**config.mk**
```make
export PLATFORM = sky130hd
export DESIGN_NAME = packet_assembler
export DESIGN_NICKNAME = d
export VERILOG_FILES = /design/src/rtl/packet_assembler.sv
export SDC_FILE = /design/constraint.sdc
export NUM_CORES = 1
export LEC_CHECK = 0
export ABC_AREA = 1
export CORE_MARGIN = 3
export CORE_UTILIZATION = 58
export CTS_CLUSTER_SIZE = 8
export DETAILED_ROUTE_END_ITERATION = 8
export DONT_BUFFER_PORTS = 1
export HOLD_SLACK_MARGIN = 0.05
export PLACE_DENSITY_LB_ADDON = 0.15
export REMOVE_ABC_BUFFERS = 1
export SETUP_SLACK_MARGIN = 0.2
export SYNTH_ARGS = -nofsm -noshare
export SYNTH_HDL_FRONTEND = slang
export SYNTH_SLANG_ARGS = --single-unit
```
**constraint.sdc**
```tcl
create_clock -name clk_pixel -period 1.8 [get_ports clk_pixel]
set_input_delay 0.27 -clock clk_pixel [delete_from_list [all_inputs] [get_ports clk_pixel]]
set_output_delay 0.27 -clock clk_pixel [all_outputs]
set_load 0.02 [all_outputs]
```
**src/rtl/packet_assembler.sv**
```systemverilog
// Data-island packet serializer: latches one header plus four subpackets on an
// accepted start and emits them over 32 pixel clocks with their BCH parity bytes.

module packet_assembler_lane #(
  parameter int W   = 56,
  parameter int BPC = 2
) (
  input  logic           clk_pixel,
  input  logic           reset_n,
  input  logic           acc,
  input  logic           busy,
  input  logic [4:0]     cnt,
  input  logic [W-1:0]   din,
  output logic [BPC-1:0] dout
);
  localparam logic [4:0] NDATA = 5'(W / BPC);

  logic [W-1:0] sh_q;
  logic [7:0]   ecc_q, ecc_nxt;
  logic         data_phase;

  function automatic logic [7:0] ecc_step(input logic [7:0] e, input logic b);
    return (e >> 1) ^ ((e[0] ^ b) ? 8'h83 : 8'h00);
  endfunction

  assign data_phase = (cnt < NDATA);

  // Parity is chained through every bit of this cycle, lowest bit first.
  always_comb begin
    ecc_nxt = ecc_q;
    for (int i = 0; i < BPC; i++) ecc_nxt = ecc_step(ecc_nxt, sh_q[i]);
  end

  always_ff @(posedge clk_pixel or negedge reset_n) begin
    if (!reset_n) begin
      sh_q  <= '0;
      ecc_q <= '0;
    end else if (acc) begin
      sh_q  <= din;
      ecc_q <= '0;
    end else if (busy) begin
      if (data_phase) begin
        sh_q  <= sh_q >> BPC;
        ecc_q <= ecc_nxt;
      end else begin
        ecc_q <= ecc_q >> BPC;
      end
    end
  end

  assign dout = !busy     ? '0 :
                data_phase ? sh_q[BPC-1:0] : ecc_q[BPC-1:0];
endmodule

module packet_assembler (
  input  logic        clk_pixel,
  input  logic        reset_n,
  input  logic        start,
  input  logic [23:0] header,
  input  logic [55:0] sub0,
  input  logic [55:0] sub1,
  input  logic [55:0] sub2,
  input  logic [55:0] sub3,
  output logic        busy,
  output logic [8:0]  packet_data,
  output logic        last
);
  localparam int NUM_LANES = 4;

  logic [4:0]                     counter_q;
  logic                           busy_q;
  logic                           acc;
  logic [NUM_LANES-1:0][55:0]     sub_in;
  logic [NUM_LANES-1:0][1:0]      sub_bits;
  logic [NUM_LANES-1:0]           sub_even, sub_odd;
  logic [0:0]                     hdr_bit;

  assign last = busy_q && (counter_q == 5'd31);
  // A start in the final cycle chains the next packet with no gap.
  assign acc  = start && (!busy_q || last);

  always_ff @(posedge clk_pixel or negedge reset_n) begin
    if (!reset_n) begin
      busy_q    <= 1'b0;
      counter_q <= '0;
    end else if (acc) begin
      busy_q    <= 1'b1;
      counter_q <= '0;
    end else if (busy_q) begin
      counter_q <= counter_q + 5'd1;
      if (last) busy_q <= 1'b0;
    end
  end

  packet_assembler_lane #(.W(24), .BPC(1)) u_hdr (
    .clk_pixel(clk_pixel), .reset_n(reset_n), .acc(acc), .busy(busy_q),
    .cnt(counter_q), .din(header), .dout(hdr_bit)
  );

  assign sub_in = {sub3, sub2, sub1, sub0};

  for (genvar k = 0; k < NUM_LANES; k++) begin : g_sub
    packet_assembler_lane #(.W(56), .BPC(2)) u_lane (
      .clk_pixel(clk_pixel), .reset_n(reset_n), .acc(acc), .busy(busy_q),
      .cnt(counter_q), .din(sub_in[k]), .dout(sub_bits[k])
    );
    assign sub_even[k] = sub_bits[k][0];
    assign sub_odd[k]  = sub_bits[k][1];
  end

  assign busy        = busy_q;
  assign packet_data = {sub_odd, sub_even, hdr_bit};
endmodule

```
; Word level (Yosys, flattened, before mapping)
; Cells that the tools add are included.
[word_totals]
reg_bits = 294
latch_bits = 0
ramBits = 0
mem_bits_ro = 0
inputBits = 251
word_cells = 97
n_memories = 0
[op_classes]
addsub = 1
mul = 0
n_div = 0
order_cmp = 2
eq_ne = 1
n_shift = 0
muxes = 54
n_bitwise = 18
n_reduce_logical = 9
[op_table]
columns = cell, count
row1 = 2-to-1 mux 56 bit, 12
row2 = 2-to-1 mux 8 bit, 24
row3 = 2-to-1 mux 24 bit, 3
row4 = bitwise XOR 7 x 8 -> 8 bit, 9
row5 = 2-to-1 mux 2 bit, 8
row6 = less-than comparator 5 bit (second input constant), 2
row7 = 2-to-1 mux 5 bit, 2
row8 = bitwise XOR 1 bit, 9
row9 = nonzero test 2 bit, 3
row10 = adder 5 x 1 -> 5 bit (second input constant), 1
row11 = == test 5 bit (second input constant), 1
row12 = 2-to-1 mux 1 bit, 5
row13 = AND reduction 2 bit, 2
row14 = logical AND 1 bit, 2
row15 = logical NOT 1 bit, 1
row16 = logical OR 1 bit, 1

; Longest topological paths before layout
; Gate-level depths: netlist (run 1).
[depth]
word_depth = 9
mapped_depth = 12

; By module
; From an unflattened synthesis (run 1), not the netlist that was laid out.
[hier_totals]
hier_cells = 1450
area_unflattened_um2 = 14720.4
[modules_own_cells]
columns = module, n_inst, cells_each, area_per_inst_um2, seq_area_each_um2
row1 = packet_assembler_lane at g_sub[1].u_lane ..., 3, 311, 3273.1, 1601.5
row2 = packet_assembler_lane at g_sub[0].u_lane, 1, 304, 2932.8, 1601.5
row3 = packet_assembler_lane at u_hdr, 1, 175, 1640.3, 800.8
row4 = packet_assembler, 1, 38, 327.8, 150.1

; Worst setup path after synthesis (run 1)
; No wires, ideal clock.
[synth_path]
path_kind = register to register
start = register counter_q[1]
end = register g_sub[0].u_lane.sh_q[0]
setup_ps = 130
arrival_ps = 1704
t_required_ps = 1670
path_slack_ps = -34
path_stages_with_launch = 13
path_buffers = 3
period_less_slack_ps = 1834
cell_sequence = dfrtp_1 -> ha_1 -> nand2_1 -> nor2_1 -> ha_1 -> inv_1 -> nand2_1 -> nand2_2 -> buf_4 -> buf_4 -> buf_2 -> o211ai_1 -> o21ai_0
[synth_via]
elab_chain_len = 6
[synth_rtl]
columns = element, line_no
row1 = start: declaration, 70  ; logic [4:0] counter_q;
row2 = start signal: assignment, 90  ; counter_q <= counter_q + 5'd1;
row3 = branches (longest 6 deep; another with less-than comparator 5 bit), -
row4 = end signal: assignment, 39  ; sh_q <= din;
row5 = end signal: assignment, 43  ; sh_q <= sh_q >> BPC;
row6 = end: declaration, 18  ; logic [W-1:0] sh_q;
; Parallel ways; which one is timed is not known.
; A chain may end at the register's enable or synchronous reset.

; Worst setup path in the final report (run 1)
[layout_path]
start = register counter_q[1]
end = register g_sub[0].u_lane.sh_q[52]
; The elaborated chain is that of the path after synthesis.

==> results.json, run 1 <==
{
  "synth_seq_area_share_pct": 53.4,
  "grt_overflow": 0,
  "swShare_pct": 37.6,
  "p_per_area_nw_per_um2": 1640,
  "fillCellCount": 1211,
  "grt_pass1_vias": 13500,
  "skew_ns": 0.0167,
  "peakVddDrop_v": 0.00114,
  "ys_types": 22,
  "yosysWarnings": 0,
  "syn_area_per_cell_um2": 8.59,
  "gr-usage-all-layers_pct": 31.2,
  "clock_latency_ns": 0.52,
  "run_status": "complete, but fails checks",
  "numCtsBuffers": 42,
  "clkSinkCount": 294,
  "reg2reg_slack_ns": -0.35,
  "maxSlewViolCount": 0,
  "post_drt_wl_per_cell_um": 19.9,
  "drive_gt1_share_pct": 10.9,
  "dr_total_vias": 13400,
  "wl_met2_mm": 22.8,
  "dieArea_um2": 25600,
  "start_util_pct": 60.0,
  "period_needed_ns": 2.15,
  "cts_tree": "yes",
  "cap_violations": 0,
  "ys_ff_latch": 294,
  "wl_met1_mm": 16.4,
  "netlist_area_um2": 13800,
  "totalPowerFinal_uw": 31900,
  "die_x_um": 160,
  "cts_root_buf": "clkbuf_16",
  "first_pass_iters": 7,
  "p_seq_share_pct": 32.5,
  "ff2ff_path_depth": 13,
  "worst_ep_arrival_time_ns": 2.53,
  "clockBufferDepth": 3,
  "crit_chain": "ha_2, nand2_2, nor2_2, ha_2, inv_2, nand2_4, nand2_8, buf_12, buf_12, clkbuf_16, buf_8, o211ai_1, o21ai_1",
  "drt-initial-drc-count": 1253,
  "p_switching_uw": 12000,
  "wl_met3_mm": 3.19,
  "startpoint_type": "flip-flop",
  "slowest_stage": "dfrtp_1",
  "fmax_mhz": 464,
  "finalWorstSetupSlack_ns": -0.355,
  "finalWirelength_mm": 44.4,
  "hpwl_mm": 20.6,
  "worstSetupPathType": "reg2reg",
  "required_ns": 2.17,
  "die_height_um": 160,
  "finalSetupTns_ns": -68.31,
  "finalHoldViolCount": 294,
  "grt_max_degree": 295,
  "gp_congestion": 0.838,
  "violations": "hold timing, setup timing",
  "dp_slack_ns": -0.308,
  "crit_fanout": 9,
  "viasPerCell": 5.99,
  "antenna_found_initial": 3,
  "tightest_slew_ns": 0.500,
  "htree_levels": 2,
  "io_buffers": 0,
  "endpoint_kind": "flip-flop",
  "path_clk_slew_ns": 0.05,
  "ant_nets": 0,
  "min_path_type": "in2async",
  "rsz0062_at_grt": "yes",
  "final_cell_count_no_fill": 2230,
  "core-area_um2": 23000,
  "critPathMaxStageDelay_ns": 0.37,
  "r2r_start": "counter_q[1]",
  "synthToLayoutAreaGrowth_pct": 40.8,
  "setup_viol": 302,
  "syn_inst": 1605,
  "p_leak_uw": 0.00959,
  "fin_crit_sh_pct": 120,
  "regToRegEndpoint": "g_sub[0].u_lane.sh_q[52]",
  "placementRows": 55,
  "top_layer": "met5",
  "p_clk_share_pct": 21.7,
  "p_int_uw": 19900,
  "p_comb_share_pct": 45.7,
  "grt_pass1_wl_mm": 66.2,
  "nets": 2166,
  "timing.hold.ws_ns": -0.548,
  "pin_count": 262,
  "placed_cells": 1877,
  "max-slew-margin-rel_pct": 66.7,
  "post-route-drc-count": 0
}
[worst max-delay path by stage]
stage	start	to	slack, ns
after CTS	counter_q[0]	g_sub[0].u_lane.sh_q[5]	-0.25
after global routing	counter_q[1]	g_sub[0].u_lane.sh_q[50]	-0.48
final	counter_q[1]	g_sub[0].u_lane.sh_q[52]	-0.35
after global placement	counter_q[0]	g_sub[1].u_lane.sh_q[2]	-0.21
after floorplan	counter_q[0]	g_sub[0].u_lane.sh_q[0]	-10.47
after detailed placement	counter_q[0]	g_sub[1].u_lane.sh_q[9]	-0.31
[sequential cells by signal (all words and copies together) (netlist names)]
name and count:
busy 1, u_hdr.sh_q 24, counter_q 5, g_sub.u_lane.ecc_q 32
g_sub.u_lane.sh_q 224, u_hdr.ecc_q 8
[timing repair]
item,CTS,global route
pin swaps,15,20
resized for setup,155,134
gates cloned,10,17
hold buffers,248,1
endpoints found under the hold margin,543,295
buffers inserted,23,6
endpoints found under the setup margin,302,303
[Yosys cell counts, drive strengths merged]
library cell,count,area (µm²)
o21ai,316,1580
dfrtp,294,7360
inv,294,1100
nand2,292,1100
o211ai,216,1620
buf,84,428
clkbuf,33,124
o22ai,26,163
nand3,23,120
a21oi,15,86.3
xor2,4,35.0
nor2,3,13.8
a22o,2,17.5
ha,2,25.0
a211oi,1,7.51
[final cells by class]
cell class	instances	area, µm²	share of cell area [%]
Inverter	294	1110	5.73
Timing Repair Buffer	381	4530	23.3
Multi-Input combinational cell	900	4910	25.3
Clock inverter	1	8.76	0.0451
Clock buffer	44	1090	5.62
Antenna cell	3	7.51	0.0387
Tap cell	313	392	2.02
Sequential cell	294	7360	37.9
[per-layer routing]
| layer | vias up | GRT usage [%] |
|---|---|---|
| met4 | 2 | 12.5 |
| li1 | 5957 | - |
| met3 | 197 | 6.15 |
| met5 | - | 0 |
| met2 | 725 | 54.8 |
| met1 | 6487 | 37.8 |
[worst max-delay path: cells and delay by family, from the launching register on]
| kind | cells | cell delay (ns) |
|---|---|---|
| flops | 1 | 0.37 |
| fa+ha+maj | 2 | 0.41 |
| buf+inv | 5 | 0.62 |
| compound gates | 2 | 0.29 |
| simple gates | 4 | 0.32 |
[cell families (layout without fill, tap and decap cells)]
kind of cell,Yosys count,count (layout),synth area share (%)
AND/OR/NAND/NOR,318,318,8.94
other,0,3,0
buffers and inverters,411,720,12.0
flip-flops,294,294,53.4
adder cells (fa/ha/maj),2,2,0.182
XOR/XNOR,4,4,0.254
AO/OA/AOI/OAI,576,576,25.2
[metrics by stage]
step,cell area [µm²],hold WS (ns),utilization [%]
floorplan,13200,-0.0256,-
detailed placement,14500,-0.0188,63.2
global placement,14500,-0.0178,63.2
finish,19400,-0.548,84.4
global route,19400,-0.564,84.4
CTS,18800,-0.559,81.7
[power groups by stage]
| stage | Sequential (µW) | Combinational, µW | Clock (µW) |
|---|---|---|---|
| 2_1_floorplan | 10200 | 7760 | 0 |
| 3_3_place_gp | 10200 | 10200 | 0 |
| 3_5_place_dp | 10300 | 10700 | 0 |
| 4_1_cts | 10200 | 12600 | 6940 |
| 5_1_grt | 10600 | 16100 | 7260 |
| 6_report | 10400 | 14600 | 6940 |
[layout by cell type (no fill, tap or decap), types with 3 or more instances in the layout]
cell           count
a21oi_1           11
buf_12            22
buf_16            18
buf_4             48
buf_6             24
clkbuf_16         59
dfrtp_1          294
diode_2            3
dlygate4sd3_1    249
inv_1            289
nand2_1          285
nand2_2            3
nand3_1           21
o211ai_1         216
o21ai_0          120
o21ai_1          188
o21ai_2            7
o22ai_1           24
xor2_1             4
Power figures use the tool's default switching activity.
==> run 2: changes to the inputs <==
- CORE_MARGIN: 3 -> default
- CORE_UTILIZATION: 58 -> 60
- clock period: 1.8 -> 2.4 ns (I/O delays scaled with it)
==> run 2 against run 1 <==
Compared with the run above: routed wire length is 6.9% lower; largest power group unchanged; the run ends with hold timing left; largest cell class unchanged; sequential power is 26% lower; critical path depth stayed put; via count is 4.6% lower; hold slack better by 0.094 ns.
==> results.json, run 2 (synthesized netlist as in run 1, its figures left out) <==
{
  "startpoint_type": "flip-flop",
  "p_per_area_nw_per_um2": 1230,
  "ant_nets": 0,
  "crit_chain": "ha_2, nand2_2, nor2_2, ha_2, inv_2, nand2_2, nand2_8, buf_16, buf_16, buf_16, nand2_1, o211ai_1, o21ai_0",
  "largest_register_ffs": 224,
  "io_buffers": 0,
  "regToRegEndpoint": "g_sub[1].u_lane.sh_q[49]",
  "grt_overflow": 0,
  "drt-initial-drc-count": 987,
  "gr-usage-all-layers_pct": 31.7,
  "reg2reg_slack_ns": 0.09,
  "setup_viol": 0,
  "required_ns": 2.79,
  "finalWirelength_mm": 41.4,
  "peakVddDrop_v": 0.000705,
  "max-slew-margin-rel_pct": 50.7,
  "post-route-drc-count": 0,
  "ff2ff_path_depth": 13,
  "worst_ep_arrival_time_ns": 2.71,
  "reg_top3": "g_sub.u_lane.sh_q x224, g_sub.u_lane.ecc_q x32, u_hdr.sh_q x24",
  "endpoint_kind": "flip-flop",
  "htree_levels": 2,
  "antenna_found_initial": 3,
  "slowest_stage": "dfrtp_1",
  "clock_latency_ns": 0.53,
  "rsz0062_at_grt": "yes",
  "fin_util_pct": 81.6,
  "dieArea_um2": 23600,
  "placementRows": 55,
  "final_common_cell": "o21ai_0",
  "crit_top_cell": "buf_16",
  "max_flop_register": "g_sub.u_lane.sh_q",
  "die_height_um": 154,
  "post_drt_wl_per_cell_um": 19.4,
  "period_needed_ns": 2.31,
  "p_leak_uw": 0.00915,
  "synthToLayoutAreaGrowth_pct": 33.7,
  "die_x_um": 154,
  "numCtsBuffers": 42,
  "viasPerCell": 5.99,
  "maxSlewViolCount": 0,
  "fin_crit_sh_pct": 96.4,
  "skew_ns": 0.0151,
  "fmax_mhz": 432,
  "gp_congestion": 0.795,
  "drive_gt1_share_pct": 7.17,
  "grt_pass1_wl_mm": 60.5,
  "min_path_type": "in2async",
  "timing.hold.ws_ns": -0.453,
  "start_util_pct": 61.1,
  "cts_root_buf": "clkbuf_16",
  "cap_violations": 0,
  "grt_max_degree": 295,
  "violations": "hold timing",
  "final_cell_mix": "o21ai_0 (295), dfrtp_1 (294), inv_1 (292)",
  "finalHoldViolCount": 294,
  "worstSetupPathType": "reg2reg",
  "core-area_um2": 22600,
  "cts_tree": "yes",
  "path_clk_slew_ns": 0.05,
  "crit_family": "buffers and inverters",
  "nets": 2091,
  "run_status": "complete, but fails checks",
  "critPathMaxStageDelay_ns": 0.40,
  "first_pass_iters": 5,
  "r2r_start": "counter_q[1]",
  "cp.buffers_inverters": 4,
  "grt_pass1_vias": 12400,
  "crit_fanout": 45,
  "clkSinkCount": 294,
  "dr_total_vias": 12800,
  "tightest_slew_ns": 0.739,
  "clockBufferDepth": 3,
  "hpwl_mm": 19.2,
  "pin_count": 262
}
[run 2: changes by cell type in the layout (fill, tap and decap cells not counted), moves of 3 or more]
cell,delta
nand2_1,+4
o21ai_0,+175
a21oi_2,+4
buf_6,-16
buf_12,-17
dlygate4sd3_1,-12
o21ai_2,-7
o21ai_1,-167
buf_4,-27
a21oi_1,-3
inv_1,+3
[run 2: repair_timing]
action	in CTS	in global routing
endpoints found under the setup margin	150	298
pin swaps	1	12
gates resized for setup	10	50
setup buffers	5	13
endpoints found under the hold margin	530	295
hold buffers	236	1
gates cloned	4	15
[run 2: where the power goes]
| group | switching, µW | internal, µW |
|---|---|---|
| sequential | 703 | 7030 |
| clock | 2020 | 3280 |
| combinational | 5700 | 3920 |
| total | 8430 | 14200 |
[run 2: how the worst max path moves through the flow]
stage / cells past startpoint / slack (ns) / to / start
after floorplan: 10 / -9.87 / g_sub[0].u_lane.sh_q[0] / counter_q[0]
after global placement: 12 / 0.20 / g_sub[0].u_lane.sh_q[31] / counter_q[0]
after detailed placement: 12 / 0.13 / g_sub[0].u_lane.sh_q[42] / counter_q[1]
after CTS: 4 / 0.13 / packet_data[2] / counter_q[4]
after global routing: 13 / 0.008 / g_sub[1].u_lane.sh_q[49] / counter_q[1]
final: 13 / 0.09 / g_sub[1].u_lane.sh_q[49] / counter_q[1]
[run 2: metal layers]
layer  part of all wire, %  wire length, µm  track usage (%)  vias up
met5                     0                0                0        -
met4                   4.4             1840             13.3        0
met3                   7.5             3080             7.55      157
met2                    50            20600             53.3      619
met1                    38            15800             39.3     6176
li1                      -                -                -     5804
[run 2: area by class of cell]
| cell class | instances | area (µm²) |
|---|---|---|
| flip-flops and latches | 294 | 7360 |
| multi-input cells | 900 | 4820 |
| inverters | 294 | 1100 |
| fillers | 1280 | 4150 |
| repair buffers | 306 | 3640 |
| well taps | 285 | 357 |
| clock buffers | 46 | 1140 |
| diodes | 5 | 12.5 |
[run 2: metrics by stage]
stage | instance area [µm²] | worst slack, ns | instances | TNS, ns | power (µW)
2_1_floorplan | 13200 | -9.87 | 1488 | -2558.76 | 13600
3_3_place_gp | 14100 | 0.199 | 1805 | 0 | 14900
3_5_place_dp | 14100 | 0.133 | 1805 | 0 | 15200
6_report | 18400 | 0.0866 | 2130 | 0 | 22700
5_1_grt | 18400 | 0.00777 | 2128 | 0 | 24200
4_1_cts | 17800 | 0.131 | 2096 | 0 | 21300
